==> src/rtl/tug_referee.sv <==
// Tug-of-war match controller: key edge detection, point detection, playfield
// reset hold between points, score keeping and match-end detection.
module tug_referee #(
  parameter int N_LIGHTS    = 9,
  parameter int HOLD_CYCLES = 4,
  parameter int WIN_SCORE   = 7,
  parameter int SCORE_W     = 3
) (
  input  logic                clk,
  input  logic                Reset,
  input  logic                leftKey,
  input  logic                rightKey,
  input  logic [N_LIGHTS-1:0] lights,
  output logic                leftPress,
  output logic                rightPress,
  output logic                fieldReset,
  output logic [SCORE_W-1:0]  leftScore,
  output logic [SCORE_W-1:0]  rightScore,
  output logic                leftWins,
  output logic                rightWins,
  output logic                busy
);

  typedef enum logic [1:0] {PLAY, HOLD, OVER} state_t;

  localparam int CNT_W = (HOLD_CYCLES > 1) ? $clog2(HOLD_CYCLES) : 1;
  localparam logic [CNT_W-1:0]   CNT_INIT = CNT_W'(HOLD_CYCLES - 1);
  localparam logic [SCORE_W-1:0] WIN      = SCORE_W'(WIN_SCORE);

  state_t             state;
  logic [CNT_W-1:0]   cnt;
  logic               lkey_q, rkey_q;
  logic               rise_l, rise_r;
  logic [SCORE_W-1:0] left_next, right_next;
  logic               unused_lights;

  assign rise_l        = leftKey & ~lkey_q;
  assign rise_r        = rightKey & ~rkey_q;
  assign left_next     = leftScore + SCORE_W'(1);
  assign right_next    = rightScore + SCORE_W'(1);
  assign unused_lights = ^lights;

  always_ff @(posedge clk) begin
    if (!Reset) begin
      state      <= HOLD;
      cnt        <= CNT_INIT;
      lkey_q     <= 1'b1;
      rkey_q     <= 1'b1;
      leftPress  <= 1'b0;
      rightPress <= 1'b0;
      fieldReset <= 1'b1;
      leftScore  <= '0;
      rightScore <= '0;
      leftWins   <= 1'b0;
      rightWins  <= 1'b0;
      busy       <= 1'b1;
    end else begin
      lkey_q     <= leftKey;
      rkey_q     <= rightKey;
      leftPress  <= 1'b0;
      rightPress <= 1'b0;
      case (state)
        PLAY: begin
          // A scoring pulse leaves PLAY, so any edge seen this cycle is dropped.
          if (leftPress && lights[N_LIGHTS-1]) begin
            leftScore  <= left_next;
            fieldReset <= 1'b1;
            busy       <= 1'b1;
            if (left_next == WIN) begin
              state    <= OVER;
              leftWins <= 1'b1;
            end else begin
              state <= HOLD;
              cnt   <= CNT_INIT;
            end
          end else if (rightPress && lights[0]) begin
            rightScore <= right_next;
            fieldReset <= 1'b1;
            busy       <= 1'b1;
            if (right_next == WIN) begin
              state     <= OVER;
              rightWins <= 1'b1;
            end else begin
              state <= HOLD;
              cnt   <= CNT_INIT;
            end
          end else begin
            leftPress  <= rise_l & ~rise_r;
            rightPress <= rise_r & ~rise_l;
          end
        end
        HOLD: begin
          if (cnt == '0) begin
            state      <= PLAY;
            fieldReset <= 1'b0;
            busy       <= 1'b0;
          end else begin
            cnt <= cnt - 1'b1;
          end
        end
        OVER: begin
        end
        default: begin
          state      <= HOLD;
          cnt        <= CNT_INIT;
          fieldReset <= 1'b1;
          busy       <= 1'b1;
        end
      endcase
    end
  end

endmodule
==> config.mk <==
export PLATFORM = sky130hd
export DESIGN_NAME = tug_referee
export DESIGN_NICKNAME = d
export VERILOG_FILES = /design/src/rtl/tug_referee.sv
export SDC_FILE = /design/constraint.sdc
export NUM_CORES = 1
export LEC_CHECK = 0
export CELL_PAD_IN_SITES_DETAIL_PLACEMENT = 2
export CELL_PAD_IN_SITES_GLOBAL_PLACEMENT = 2
export CORE_MARGIN = 1
export CORE_UTILIZATION = 26
export CTS_CLUSTER_SIZE = 10
export DETAILED_ROUTE_END_ITERATION = 16
export GPL_ROUTABILITY_DRIVEN = 0
export GPL_TIMING_DRIVEN = 0
export HOLD_SLACK_MARGIN = 0.08
export PLACE_DENSITY_LB_ADDON = 0.1
export SLEW_MARGIN = 20
export SYNTH_ARGS = -nofsm -noshare
export SYNTH_HDL_FRONTEND = slang
export SYNTH_SLANG_ARGS = --single-unit
export TNS_END_PERCENT = 100
==> constraint.sdc <==
create_clock -name clk -period 1.5 [get_ports clk]
set_input_delay 0.375 -clock clk [delete_from_list [all_inputs] [get_ports clk]]
set_output_delay 0.375 -clock clk [all_outputs]
set_load 0.02 [all_outputs]
### Yosys cells after proc, flatten, opt, wreduce, memory -nomap -nowiden

Index checks and enable logic that the tools add are counted.

| storage, ports and cells | value |
|---|---|
| memory bits (read-only) | 0 |
| RAM bits | 0 |
| word-level logic and storage cells | 62 |
| output and inout bits | 12 |
| latch bits | 0 |
| bits in registers | 17 |
| memories | 0 |

| operators by class | value |
|---|---|
| shifts and indexed selects | 0 |
| multiply operators | 0 |
| $add $sub $neg | 3 |
| divide/modulo/power cells | 0 |
| reductions and logical operators | 11 |
| equality and inequality tests | 9 |
| bitwise operators | 12 |
| multiplexer cells | 16 |
| order comparisons | 0 |

Operators by type and width:

| kind | number |
|---|---|
| 2-bit two-way mux | 10 |
| 2-bit case mux with 3 select lines | 2 |
| 3-bit != test (second input constant) | 3 |
| 3-bit AND reduction | 3 |
| 1-bit NOT | 8 |
| 3-bit by 1-bit adder with 3-bit output (second input constant) | 2 |
| 3-bit == test (second input constant) | 2 |
| 5-bit AND reduction | 1 |
| 1-bit AND | 4 |
| 2-bit zero test | 2 |
| 2-bit != test (second input constant) | 2 |
| 4-bit AND reduction | 1 |
| 4-bit OR reduction | 1 |
| 1-bit two-way mux | 3 |
| 1-bit case mux with 3 select lines | 1 |
| 2-bit by 1-bit == test with 1-bit output (second input constant) | 1 |
| 2-bit == test (second input constant) | 1 |
| 1-bit logical AND | 2 |
| 2-bit AND reduction | 1 |
| 2-bit by 1-bit subtractor with 2-bit output (second input constant) | 1 |

### Logic depth before layout (Yosys ltp)

| logic depth | value |
|---|---|
| word-level depth | 6 |
| depth in mapped cells | 6 |
| gate-level depth less buffers | 6 |

### Worst setup path before layout

No wires, ideal clock.

| timing | value |
|---|---|
| path type | reg-to-reg |
| start point | register rightScore[1] |
| end point | register state[1] |
| data arrival time | 1260 ps |
| cell stages (with the launch flop) | 6 |
| setup slack | 182 ps |
| period minus slack after synthesis | 1318 ps |
| data required time | 1441 ps |
| cells stage by stage | dfxtp_1 -> ha_1 -> xor2_1 -> nand3_1 -> a22oi_1 -> o211a_1 |

| between the ends | value |
|---|---|
| cells in the longest elaborated chain, start to end | 6 |

Ends and longest elaborated chain:

| item | line | source |
|---|---|---|
| start, declared | 18 | `output logic [SCORE_W-1:0] rightScore,` |
| start signal, assigned | 77 | `rightScore <= right_next;` |
| 3-bit by 1-bit adder with 3-bit output | 40 | `assign right_next = rightScore + SCORE_W'(1);` |
| 3-bit == test | 80 | `if (right_next == WIN) begin` |
| 2-bit two-way mux | 80 |  |
| 2-bit two-way mux | 76 | `end else if (rightPress && lights[0]) begin` |
| 2-bit two-way mux | 65 | `if (leftPress && lights[N_LIGHTS-1]) begin` |
| 2-bit case mux with 3 select lines | 62 | `case (state)` |
| end signal, assigned | 70 | `state <= OVER;` |
| end signal, assigned | 81 | `state <= OVER;` |
| end signal, assigned | 84 | `state <= HOLD;` |
| end, declared | 30 | `state_t state;` |

No other way between the ends. The select of a mux whose other input is x is not followed.
A chain may end at the register's enable or synchronous reset.

### Final worst setup path

| timing | value |
|---|---|
| start point | register leftPress |
| end point | output leftPress |

RTL lines:

| item | line | source |
|---|---|---|
| start, declared | 14 | `output logic leftPress,` |
| start signal, assigned | 88 | `leftPress <= rise_l & ~rise_r;` |

No word-level cell between the ends.

==> reports/results.tsv <==
stage	metric	value	unit
status	status	finished, final reports clean	
setup_path	crit_chain	dlygate4sd2_1	
setup_path	cp-startpoint	leftPress	
detailed_routing	vias	689	
floorplanning	die_h	58.1	um
setup_path	critPathTopFamily	flip-flops	
yosys	synth-edff-count	0	
yosys	synth_area_leader_cell	dfxtp_1	
detailed_routing	via_per_inst	4.53	
pwr	peakVddDrop	0.319	mV
yosys	synth_top_area_share	41.5	%
setup_path	crit_fanout	6	
setup_path	r2r_start	cnt[0]	
yosys	syn_inst	87	
yosys	synth_cell_type_count	28	
cells_and_area	drive_above_1_share	13.9	%
floorplanning	ios	25	
detailed_routing	firstDrtPassIters	4	
cells_and_area	area_growth	29.8	%
min_path	hold_path_startpoint	lkey_q	
clocking	cts_root_buf	clkbuf_4	
timing	slew_headroom	66.6	%
yosys	seq_area_frac_synth	41.5	%
clocking	clkLatencyLatePin	0.29	ns
yosys	synth.most_common_cell	dfxtp_1	
yosys	ys_seq_elements	17	
yosys	synth_area_leaders	dfxtp_1 42%, ha_1 7.6%, nand2_1 4.1%	
detailed_routing	routed_wl	1940	um
yosys	synthesis.nets	105	
clocking	cts_buffers	3	
timing	final-max-slew-violation-count	0	
yosys	ys_async_sr_fraction	0	%
global_route	grt_util_all_layers	12.9	%
floorplanning	rows	20	
placement	dp_hpwl	1430	um
floorplanning	initial_core_util	27.1	%
global_route	grt-ovfl-total	0	
timing	hold_violations	0	
setup_path	cp_slowest_stage_delay	0.42	ns
setup_path	start_kind	flop	
floorplanning	fp.dieArea	0.00338	mm^2
clocking	cts_tree	done	
global_route	antenna_found_initial	0	
setup_path	end_kind	primary output	
timing	fmax	695	MHz
cells_and_area	design_area	0.00106	mm^2
min_path	hp-class	reg -> reg	
timing	fin_skew	0.00294	ns
global_route	grt_pass1_wl	3240	um
setup_path	critPathBufInv	1	
detailed_routing	antenna_left	0	
detailed_routing	drt-initial-drc-count	14	
cells_and_area	fillers	354	
global_route	grt_pass1_vias	700	
setup_path	crit_required	1.12	ns
timing	fin_hold_ws	0.424	ns
yosys	synthFlopType	dfxtp_1	
clocking	cts-htree-levels	1	
clocking	clkTransAtPathRegs	0.10	ns
yosys	yosys_warnings	0	
cells_and_area	final_nets	127	
clocking	clockBufferDepth	2	
setup_path	worstSetupPathType	reg -> out	
clocking	clock_sinks	17	
timing	rsz0062_at_grt	false	
timing	finalCritPeriodShare	95.9	%
placement	port-buffer-count	16	
global_route	grt_max_degree	11	
timing	setup_viol_count_final	0	
yosys	synth.avg_cell_area	9.42	um^2
cells_and_area	num_antenna_cells	0	
setup_path	cp.arrival	1.06	ns
job	drv_cap	0	
pwr	power_density	927	mW/mm^2
yosys	synth_area	820	um^2
floorplanning	die_w	58.1	um
setup_path	crit_slowest_cell	dfxtp_2	
detailed_routing	post_drt_wl_per_cell	12.8	um
detailed_routing	drc	0	
cells_and_area	utilization	35.1	%
clocking	hold_buffers	0	
timing	fin_crit	1.44	ns
pwr	leakage	0.523	nW
timing	worstMarginPinSlew	0.502	ns
placement	dpl_cell_area	0.00103	mm^2
yosys	netlist_top_cells_count	17 x dfxtp_1, 9 x nand2_1, 8 x inv_1	
floorplanning	core_area	0.00303	mm^2
timing	setup_tns	0	ns
-- kinds of logic (layout without fill, tap and decap cells) --
family / count (synthesis) / count (layout) / synth area share [%]
XOR/XNOR: 6 / 6 / 6.41
AO/OA/AOI/OAI: 15 / 15 / 15.7
AND/OR/NAND/NOR: 32 / 32 / 22.3
flip-flops: 17 / 17 / 41.5
buffers and inverters: 12 / 33 / 6.41
adder cells (fa/ha/maj): 5 / 5 / 7.63
-- what timing repair did --
action,in CTS,in global routing
buffers inserted,1,0
endpoints found under the setup margin,16,2
pin swaps,1,0
resized for setup,15,2
gates cloned,0,0
-- routing by layer --
| metal | global-route usage, % | part of all wire (%) |
|---|---|---|
| met1 | 17.3 | 49 |
| met2 | 20.4 | 46 |
| met3 | 2.68 | 3.4 |
| met4 | 5.10 | 1.2 |
| met5 | 0 | 0 |
-- stage by stage --
step,setup WS (ns),power (mW),std cells
2_1_floorplan,0.182,0.667,87
3_3_place_gp,-0.335,0.732,147
3_5_place_dp,-0.375,0.741,147
4_1_cts,0.0143,0.998,152
5_1_grt,0.00401,1.06,152
6_report,0.0609,0.986,152
-- cell type report --
class | instances | area, um^2 | share of cell area (%)
Clock buffer | 3 | 22.5 | 2.12
Multi-Input combinational cell | 58 | 433 | 40.7
Tap cell | 44 | 55.1 | 5.18
Clock inverter | 1 | 5.00 | 0.471
Inverter | 8 | 30.0 | 2.82
Sequential cell | 17 | 343 | 32.2
Buffer | 4 | 22.5 | 2.12
Timing Repair Buffer | 17 | 153 | 14.4
-- power breakdown --
part	switching, mW	internal [mW]
combinational	0.116	0.110
sequential	0.0219	0.487
clock	0.152	0.0993
total	0.290	0.697
-- worst paths after layout --
check	depth (start not counted)	slack, ns	end
worst max-delay path	1	0.06	leftPress
worst min-delay path	1	0.42	leftPress
worst max register to register	6	0.14	cnt[0]
worst min register to register	1	0.42	leftPress
-- sequential cells by signal, indices dropped and copies added, names as in the netlist --
name and count:
leftPress 1, rkey_q 1, rightWins 1, rightScore 3
cnt 2, lkey_q 1, leftScore 3, leftWins 1
state 2, rightPress 1, busy 1
-- cells in the final DEF (no fill, tap or decap), types with 2 or more instances in the layout --
| cell type | n |
|---|---|
| a22oi_1 | 3 |
| clkdlybuf4s50_1 | 3 |
| o21ai_0 | 2 |
| buf_4 | 3 |
| ha_1 | 5 |
| clkbuf_1 | 2 |
| nor2_1 | 2 |
| nor2b_1 | 3 |
| dlygate4sd2_1 | 12 |
| nand3_1 | 5 |
| a31oi_1 | 3 |
| and2_1 | 4 |
| dfxtp_2 | 2 |
| dfxtp_1 | 15 |
| o211a_1 | 3 |
| xnor2_1 | 3 |
| xor2_1 | 3 |
| nand2_1 | 9 |
| clkbuf_4 | 3 |
| inv_1 | 8 |
Power figures use the tool's default switching activity.
